**src/rtl/demux8_dispatch.sv**
```systemverilog
// 1-to-8 valid/ready dispatcher: each input word goes to one output channel,
// chosen by an explicit select or a round-robin pointer. Each channel has a one-entry holding register.
module demux8_dispatch #(
  parameter int WIDTH = 1
) (
  input  logic             clk,
  input  logic             rst,
  input  logic [WIDTH-1:0] in_data,
  input  logic             in_valid,
  output logic             in_ready,
  input  logic [2:0]       in_sel,
  input  logic             auto,
  output logic [WIDTH-1:0] out1,
  output logic [WIDTH-1:0] out2,
  output logic [WIDTH-1:0] out3,
  output logic [WIDTH-1:0] out4,
  output logic [WIDTH-1:0] out5,
  output logic [WIDTH-1:0] out6,
  output logic [WIDTH-1:0] out7,
  output logic [WIDTH-1:0] out8,
  output logic [7:0]       out_valid,
  input  logic [7:0]       out_ready,
  output logic [2:0]       ptr
);

  logic [WIDTH-1:0] chan_data_p0 [8];
  logic [7:0]       vld_p0;
  logic [2:0]       ptr_p0;
  logic [2:0]       dest;
  logic             accept;

  // Only the destination channel decides whether a word can enter, so a stalled
  // round-robin target blocks input even when other channels are empty.
  always_comb begin
    dest     = auto ? ptr_p0 : in_sel;
    in_ready = !rst && (!vld_p0[dest] || out_ready[dest]);
    accept   = in_valid && in_ready;
  end

  // Stage p0: channel holding registers and the round-robin pointer
  always_ff @(posedge clk) begin
    if (rst) begin
      vld_p0 <= 8'h00;
      ptr_p0 <= 3'd0;
      for (int i = 0; i < 8; i++) chan_data_p0[i] <= '0;
    end else begin
      for (int i = 0; i < 8; i++) begin
        if (accept && (dest == 3'(i))) begin
          chan_data_p0[i] <= in_data;
          vld_p0[i]       <= 1'b1;
        end else if (out_ready[i]) begin
          vld_p0[i]       <= 1'b0;
        end
      end
      if (accept && auto) ptr_p0 <= ptr_p0 + 3'd1;
    end
  end

  assign out1      = chan_data_p0[0];
  assign out2      = chan_data_p0[1];
  assign out3      = chan_data_p0[2];
  assign out4      = chan_data_p0[3];
  assign out5      = chan_data_p0[4];
  assign out6      = chan_data_p0[5];
  assign out7      = chan_data_p0[6];
  assign out8      = chan_data_p0[7];
  assign out_valid = vld_p0;
  assign ptr       = ptr_p0;

endmodule

```
**config.mk**
```make
export PLATFORM = sky130hd
export DESIGN_NAME = demux8_dispatch
export DESIGN_NICKNAME = d
export VERILOG_FILES = /design/src/rtl/demux8_dispatch.sv
export SDC_FILE = /design/constraint.sdc
export NUM_CORES = 1
export LEC_CHECK = 0
export BUFFER_PORTS_ARGS = -buffer_cell sky130_fd_sc_hd__buf_2
export CAP_MARGIN = 20
export CORE_UTILIZATION = 54
export DETAILED_ROUTE_END_ITERATION = 10
export PLACE_DENSITY = 0.83
export SLEW_MARGIN = 20
export SYNTH_ARGS = -nofsm -noshare
export SYNTH_HDL_FRONTEND = slang
export SYNTH_SLANG_ARGS = --single-unit
```
**constraint.sdc**
```tcl
create_clock -name clk -period 3.9 [get_ports clk]
set_input_delay 0.78 -clock clk [delete_from_list [all_inputs] [get_ports clk]]
set_output_delay 0.78 -clock clk [all_outputs]
set_load 0.05 [all_outputs]
```
* Word-level counts from Yosys, hierarchy flattened *
Memory sizes are Yosys's and may differ from the RTL's.
Cells that the tools add are included.

operators by class
  $add $sub $neg = 1
  $mul = 0
  div/mod/pow operators = 0
  order comparisons = 1
  equality and inequality tests = 7
  shifts and indexed selects = 0
  muxes and demuxes = 55
  bitwise gates (word level) = 8
  reduce and logical (&&, ||, !) cells = 23

operator list
  cell                   number
  $mux W1                52
  $reduce_bool A2 Y1     8
  $eq A3 B3 Y1 const B   4
  $logic_and A1 B1 Y1    11
  $or A1 B1 Y1           8
  $bmux W1 S3            2
  $eq A3 B2 Y1 const B   2
  $lt A3 B4 Y1 const B   1
  $add A3 B1 Y3 const B  1
  $eq A3 B1 Y1 const B   1
  $logic_not A3 Y1       1
  $mux W3                1
  $logic_not A1 Y1       2
  $logic_or A1 B1 Y1     1

storage, ports and cells
  register bits = 11
  bits in latches = 0
  bits in writable memories = 8
  ROM bits = 0
  input port bits = 16
  word-level logic and storage cells = 105
  memories kept = 1

memory list
  name          words  width  read ports  clocked after memory_dff  wr ports  RTL line  source
  chan_data_p0  8      1      8           0                         8         26        logic [WIDTH-1:0] chan_data_p0 [8];

* Logic depth before layout (Yosys ltp) *
Gate-level depths: netlist of the first run.

  depth after elaboration = 12
  depth in mapped cells = 9
  gate-level depth less buffers = 6

* Worst setup path before layout of the first run *
Ideal clock, no wire load.

  kind = input to output
  start point = input auto
  end point = output in_ready
  data arrival time = 2.637 ns
  path slack = 0.483 ns
  stages on the path = 7
  path buffers = 1
  cell sequence = buf_6 nand2b_4 a21boi_4 mux4_1 nand3_1 nand2_1 nor2_1

between the ends
  cells in the longest elaborated chain, start to end = 6
  elaborated cells between the ends (all ways) = 8
  classes of those cells = mux (5); reduce/logical (3)

ends and longest elaborated chain
  item                           RTL line  source
  start: declaration             12        input logic auto,
  $mux W3 (*)                    35        dest = auto ? ptr_p0 : in_sel;
  $bmux W1 S3                    36        in_ready = !rst && (!vld_p0[dest] || out_ready[dest]);
  $mux W1 (not written as such)  36
  $logic_not A1 Y1               36
  $logic_or A1 B1 Y1 (*)         36
  $logic_and A1 B1 Y1 (*)        36
  end: declaration               10        output logic in_ready,

Every way passes the cells marked *; elsewhere a longest branch is shown, timed or not. The select of a mux whose other input is x is not followed.

* Worst setup path in the final report of the first run *
Ends and elaborated chain as after synthesis.

==> metrics.md, run 1 <==
| Metric | Value |
|---|---|
| Largest area contributor in the netlist | edfxtp_1 |
| Synth Register Bits | 19 |
| Total iterations of the first detailed-routing run | 4 |
| Core footprint | 2020 um^2 |
| Nature of the critical path endpoint | output pin |
| Die W | 49.0 um |
| Final Util | 67.7% |
| Vias | 1,055 |
| Port bufs | 35 |
| Final Skew | 0.00179 ns |
| Hold buffer count at CTS | 0 |
| Number of synthesized flops with an enable pin | 8 |
| Layout net count | 170 |
| CP Class | in2out |
| Fin area | 1370 um^2 |
| Cells after Synth | 122 |
| Final Critical Period | 3.46 ns |
| Synth warn | 0 |
| Post-Route Setup TNS | 0 ns |
| Starting Density | 59.0% |
| Top cell type's share of synthesized area | 20.1% |
| Clk buf depth | 2 |
| Setup Buffers After CTS | 0 |
| Power per cell area | 314 nW/um^2 |
| FMAX | 289 MHz |
| Worst slew margin relative to its limit | 67.7% |
| Mapped Area | 1190 um^2 |
| Worst-skew pair later-pin latency | 0.29 ns |
| Post-synth top cells | 11 x dfxtp_1, 11 x nand2_1, 11 x nand2b_1 |
| Synth cell types | 39 |
| Initial antenna violation count | 0 |
| Final Hold Fails | 0 |
| Largest net degree at the start of global routing | 23 |
| Post-CTS resize count | 0 |
| Critical path startpoint category | input pin |
| Fin Hold WS | 0.499 ns |
| Drt wl/cell | 14.0 um |
| Most used routing layer in global routing | met2 |
| Gr usage total | 22.6% |
| Syn-to-layout area delta | 14.8% |
| Met1 usage | 29.4% |
| Vias in the first global route | 980 |
| Worst-path clk slew | 0.11 ns |
| Asr flop ratio synth | 0% |
| RSZ-0062 raised after global routing | no |
| Worst vdd ir | 0.225 mV |
| Final worst path period share | 88.6% |
| Antenna-violating nets left | 0 |
| Hold WC Path Type | reg2reg |
| P_leak | 0.588 nW |
| Placer congestion estimate | 0.923 |
| CP startpoint | auto |
| Setup Viol. Count Final | 0 |
| Total Wirelength | 2.51 mm |
| # diodes | 0 |
| CP Max Fanout | 18 |
| CTS tree | yes |
| Vias per cell | 5.89 |
| Die area | 2400 um^2 |
| Syn Nets | 139 |
| Slew @ Worst Pin | 0.483 ns |
| Synth top area cells | edfxtp_1 20%, dfxtp_1 18%, nand2b_1 5.8% |
| Root buffer cell | clkbuf_4 |
| Die height | 49.0 um |
| Sinks on Clock Net | 19 |
| Reg2reg start | ptr[0] |
| GRT met3 Usage | 3.74% |
| Mapped Avg Cell Area | 9.77 um^2 |
| Layout cell share with drive strength beyond 1 | 33.6% |
| Slew Limit Fails | 0 |
| Seq/Total Area, Yosys | 38.6% |
| Cts bufs inserted | 3 |
| Arrival time at the worst endpoint | 2.68 ns |
| Post-synth top flop | dfxtp_1 |
| IO Count | 36 |
| DR iter-0 viols | 25 |
| Dpl hpwl | 1.93 mm |
| Max cap viols | 0 |
| DRC viols | 0 |
| CTS H-tree depth | 1 |
| GRT met2 Usage | 37.5% |
| GRT overflow | 0 |
| Site row count | 16 |
| Status | complete, no violations |
| Req. time, crit path | 3.12 ns |
| Placed Instance Area | 1340 um^2 |
| HP Start | out_valid[1] |
| First-pass GRT wire length | 4.24 mm |
[placed cells by master (no fill, tap or decap), types with 2 or more instances in the layout]
cell,instances
buf_2,35
nand2_1,11
nand2b_1,11
dfxtp_1,11
nor2_1,8
edfxtp_1,8
a21oi_1,7
nor3_1,5
nand3b_1,5
mux2i_1,4
nand3_1,4
a32o_1,4
inv_1,3
o21ai_0,3
nor2b_1,3
a31o_2,3
clkbuf_4,3
nor3b_1,2
a31oi_1,2
[worst paths after layout]
kind / depth (start not counted) / endpoint / slack [ns]
max reg2reg: 6 / chan_data_p0[1][0] / 1.51
min reg2reg: 2 / out_valid[1] / 0.50
max: 8 / in_ready / 0.44
min: 2 / out_valid[1] / 0.50
[flip-flops by register name, indices dropped and copies added, names as in the netlist]
signal        flops
chan_data_p0      8
ptr               3
out_valid         8
[power breakdown]
group | internal (mW) | switching [mW] | leakage, nW | total, mW
Clock | 0.0381 | 0.0596 | 0.0177 | 0.0977
Sequential | 0.215 | 0.00715 | 0.171 | 0.222
Combinational | 0.0371 | 0.0727 | 0.399 | 0.110
[layer usage]
| metal | part of all wire (%) | vias up |
|---|---|---|
| met5 | 0 | - |
| li1 | - | 510 |
| met4 | 0.99 | 0 |
| met2 | 48 | 58 |
| met1 | 43 | 483 |
| met3 | 8.0 | 4 |
[worst max-delay path, stage by stage]
cell	delay, ns
buf_2	0.28
nand2b_4	0.21
a21boi_4	0.22
mux4_1	0.58
nand3_1	0.18
nand2_1	0.08
nor2_1	0.08
buf_2	0.27
[kinds of logic after synthesis]
| logic type | count (synthesis) | synth area share (%) |
|---|---|---|
| multiplexers | 7 | 8.71 |
| buffers and inverters | 12 | 5.98 |
| adder cells (fa/ha/maj) | 1 | 1.05 |
| AO/OA/AOI/OAI | 28 | 19.7 |
| AND/OR/NAND/NOR | 55 | 25.9 |
| flip-flops | 19 | 38.6 |
[final cells by class]
type | count | area, um^2
clock buffer | 3 | 22.5
clock inverter | 1 | 5.00
inverter | 3 | 11.3
fill | 173 | 653
tap | 27 | 33.8
multi-input combinational | 91 | 661
timing repair buffer | 35 | 175
sequential | 19 | 460
[metrics by stage]
step / setup slack [ns] / power [mW] / cells
detailed placement: 0.462 / 0.335 / 175
floorplan: 0.483 / 0.312 / 122
global route: 0.289 / 0.450 / 179
global placement: 0.502 / 0.333 / 175
finish: 0.445 / 0.429 / 179
CTS: 0.450 / 0.431 / 179
No activity file was read; power rests on OpenSTA's default activity.
==> run 2: changes to the inputs <==
--- a/config.mk
+++ b/config.mk
@@ -7,9 +7,9 @@
 export LEC_CHECK = 0
 export BUFFER_PORTS_ARGS = -buffer_cell sky130_fd_sc_hd__buf_2
 export CAP_MARGIN = 20
-export CORE_UTILIZATION = 54
+export CORE_UTILIZATION = 35
 export DETAILED_ROUTE_END_ITERATION = 10
-export PLACE_DENSITY = 0.83
+export PLACE_DENSITY = 0.64
 export SLEW_MARGIN = 20
 export SYNTH_ARGS = -nofsm -noshare
 export SYNTH_HDL_FRONTEND = slang
==> run 2 against run 1 <==
Non-clock buffer count is the same; final cell count grew 9.5%; power grew 1.7%; wire length grew 9.9%; fmax is 2.4% lower; register-to-register slack about the same; core utilization shrank 24 points; final area up 1.6%; combinational power about the same; largest power group unchanged.
==> metrics.md, run 2 (same netlist as run 1, synthesis figures left out) <==
| Metric | Value |
|---|---|
| Layout cell share with drive strength beyond 1 | 33.6% (unchanged) |
| CTS tree | yes |
| Net Sw Frac | 33.6% (+1.1 points) |
| Slew @ Worst Pin | 0.478 ns (-0.00510 ns) |
| Final Hold Fails | 0 (unchanged) |
| Max cap viols | 0 (unchanged) |
| DR iter-0 viols | 27 (+8.0%) |
| Pre-CTS setup slack | 0.395 ns (-0.0671 ns) |
| Dpl hpwl | 2.04 mm (+5.6%) |
| Vias in the first global route | 935 (-4.6%) |
| Slew Limit Fails | 0 (unchanged) |
| Slowest CP cell | mux4_1 |
| Die W | 60.4 um (+23%) |
| Cts bufs inserted | 3 (unchanged) |
| Final Skew | 0.00543 ns (+0.00364 ns) |
| Most frequent cells in the layout | 35 x buf_2, 11 x nand2_1, 11 x nand2b_1, 11 x dfxtp_1 |
| Initial antenna violation count | 0 (unchanged) |
| Vias per cell | 5.37 (-8.8%) |
| Hold WC Path Type | reg2reg |
| Final setup margin | 0.360 ns (-0.0851 ns) |
| Hold buffer count at CTS | 0 (unchanged) |
| Setup Viol. Count Final | 0 (unchanged) |
| Syn-to-layout area delta | 16.6% |
| Die area | 3640 um^2 (+52%) |
| Port bufs | 35 (unchanged) |
| Vias | 1,053 (-0.19%) |
| Worst path bufs/invs | 2 (unchanged) |
| Post-CTS resize count | 0 (unchanged) |
| Clk buf depth | 2 (unchanged) |
| Fin area | 1390 um^2 (+1.6%) |
| Commonest non-fill, non-tap cell in the layout | buf_2 |
| Nature of the critical path endpoint | output pin |
| DRC viols | 0 (unchanged) |
| Fillers | 339 (+96%) |
| Arrival time at the worst endpoint | 2.76 ns (+0.08 ns) |
| P_sw | 147 uW (+5.2%) |
| IO Count | 36 (unchanged) |
| Site row count | 20 (+4) |
| Setup Buffers After CTS | 0 (unchanged) |
| Worst vdd ir | 0.141 mV (-37%) |
| Layout net count | 170 (unchanged) |
| Area of the multi-input gates | 661 um^2 (unchanged) |
| P_leak | 0.588 nW (unchanged) |
| Sequential share of power | 50.8% (-0.9 points) |
| Critical path startpoint category | input pin |
| Status | complete, no violations |
| Sinks on Clock Net | 19 (unchanged) |
| Total power draw | 437 uW (+1.7%) |
| Final worst path period share | 90.8% (+2.2 points) |
| Antenna-violating nets left | 0 (unchanged) |
| Final Critical Period | 3.54 ns (+0.0851 ns) |
| Worst slew margin relative to its limit | 68.1% (+0.34 points) |
| Largest net degree at the start of global routing | 23 (unchanged) |
| Worst-skew pair later-pin latency | 0.31 ns (+0.02 ns) |
| Clk network pwr share | 23.8% (+1.0 points) |
| Root buffer cell | clkbuf_4 |
| FMAX | 282 MHz (-2.4%) |
| First-pass GRT wire length | 4.39 mm (+3.4%) |
| RSZ-0062 raised after global routing | no |
| CTS H-tree depth | 1 (unchanged) |
| Worst-path clk slew | 0.11 ns (about the same) |
| Delay-heaviest family, CP | simple AND/OR/NAND/NOR gates |
| Die height | 60.4 um (+23%) |
| Gr usage total | 16.3% (-6.4 points) |
| Most used cell along the critical path | buf_2 |
| GRT overflow | 0 (unchanged) |
| Total Wirelength | 2.76 mm (+9.9%) |
| Placer congestion estimate | 0.842 (-8.8%) |
| CP Class | in2out |
| Power share of the combinational group | 25.4% (-0.2 points) |
| Slowest stage delay, CP | 0.58 ns (about the same) |
| Core footprint | 3150 um^2 (+56%) |
| CP cell instances | buf_2 > nand2b_4 > a21boi_4 > mux4_1 > nand3_1 > nand2_1 > nor2_1 > buf_2 |
| Starting Density | 37.8% (-21 points) |
| # diodes | 0 (unchanged) |
| Req. time, crit path | 3.12 ns (about the same) |
| Placed Instance Area | 1360 um^2 (+1.6%) |
| Seq. cell area | 460 um^2 (unchanged) |
| Total iterations of the first detailed-routing run | 4 (unchanged) |
| Post-Route Setup TNS | 0 ns (unchanged) |
| Power per cell area | 314 nW/um^2 (+0.17%) |
| Internal power | 290 uW (about the same) |
| CP Max Fanout | 18 (unchanged) |
| Final Util | 44.1% (-24 points) |
| Drt wl/cell | 14.1 um (+0.34%) |
[run 2: stage by stage]
step,cells,hold WS (ns)
2_1_floorplan,122,0.675
3_3_place_gp,192,0.488
3_5_place_dp,192,0.486
4_1_cts,196,0.509
5_1_grt,196,0.527
6_report,196,0.505
[run 2: path summary, 6_finish.rpt]
path              slack, ns            endpoint  cells after the start    startpoint
setup / recovery       0.36            in_ready                      8          auto
hold / removal         0.50        out_valid[0]                      2  out_valid[0]
setup reg to reg       1.52  chan_data_p0[1][2]                      6        ptr[0]
hold reg to reg        0.50        out_valid[0]                      2  out_valid[0]
[run 2: power by group through the flow]
stage	combinational, mW	clock, mW	sequential, mW
2_1_floorplan	0.0617	0	0.250
3_3_place_gp	0.109	0	0.226
3_5_place_dp	0.110	0	0.226
4_1_cts	0.110	0.110	0.222
5_1_grt	0.119	0.116	0.223
6_report	0.111	0.104	0.222
[run 2: area by class of cell]
cell class,instances,share of cell area (%)
Clock buffer,3,1.62
Clock inverter,1,0.360
Inverter,3,0.810
Multi-Input combinational cell,91,47.5
Sequential cell,19,33.1
Tap cell,44,3.96
Timing Repair Buffer,35,12.6
[run 2: worst register-to-register path, cell delays in order (launching register included)]
cell       delay [ns]
dfxtp_1          0.64
nor3b_1          0.13
or2_4            0.31
a2111oi_4        0.46
a21oi_2          0.16
and2_4           0.21
a31o_2           0.25
[run 2: metal layers]
metal	track usage (%)	wire length, um
met1	22.1	1300
met4	4.98	10
met2	25.1	1300
met5	0	0
met3	4.48	155
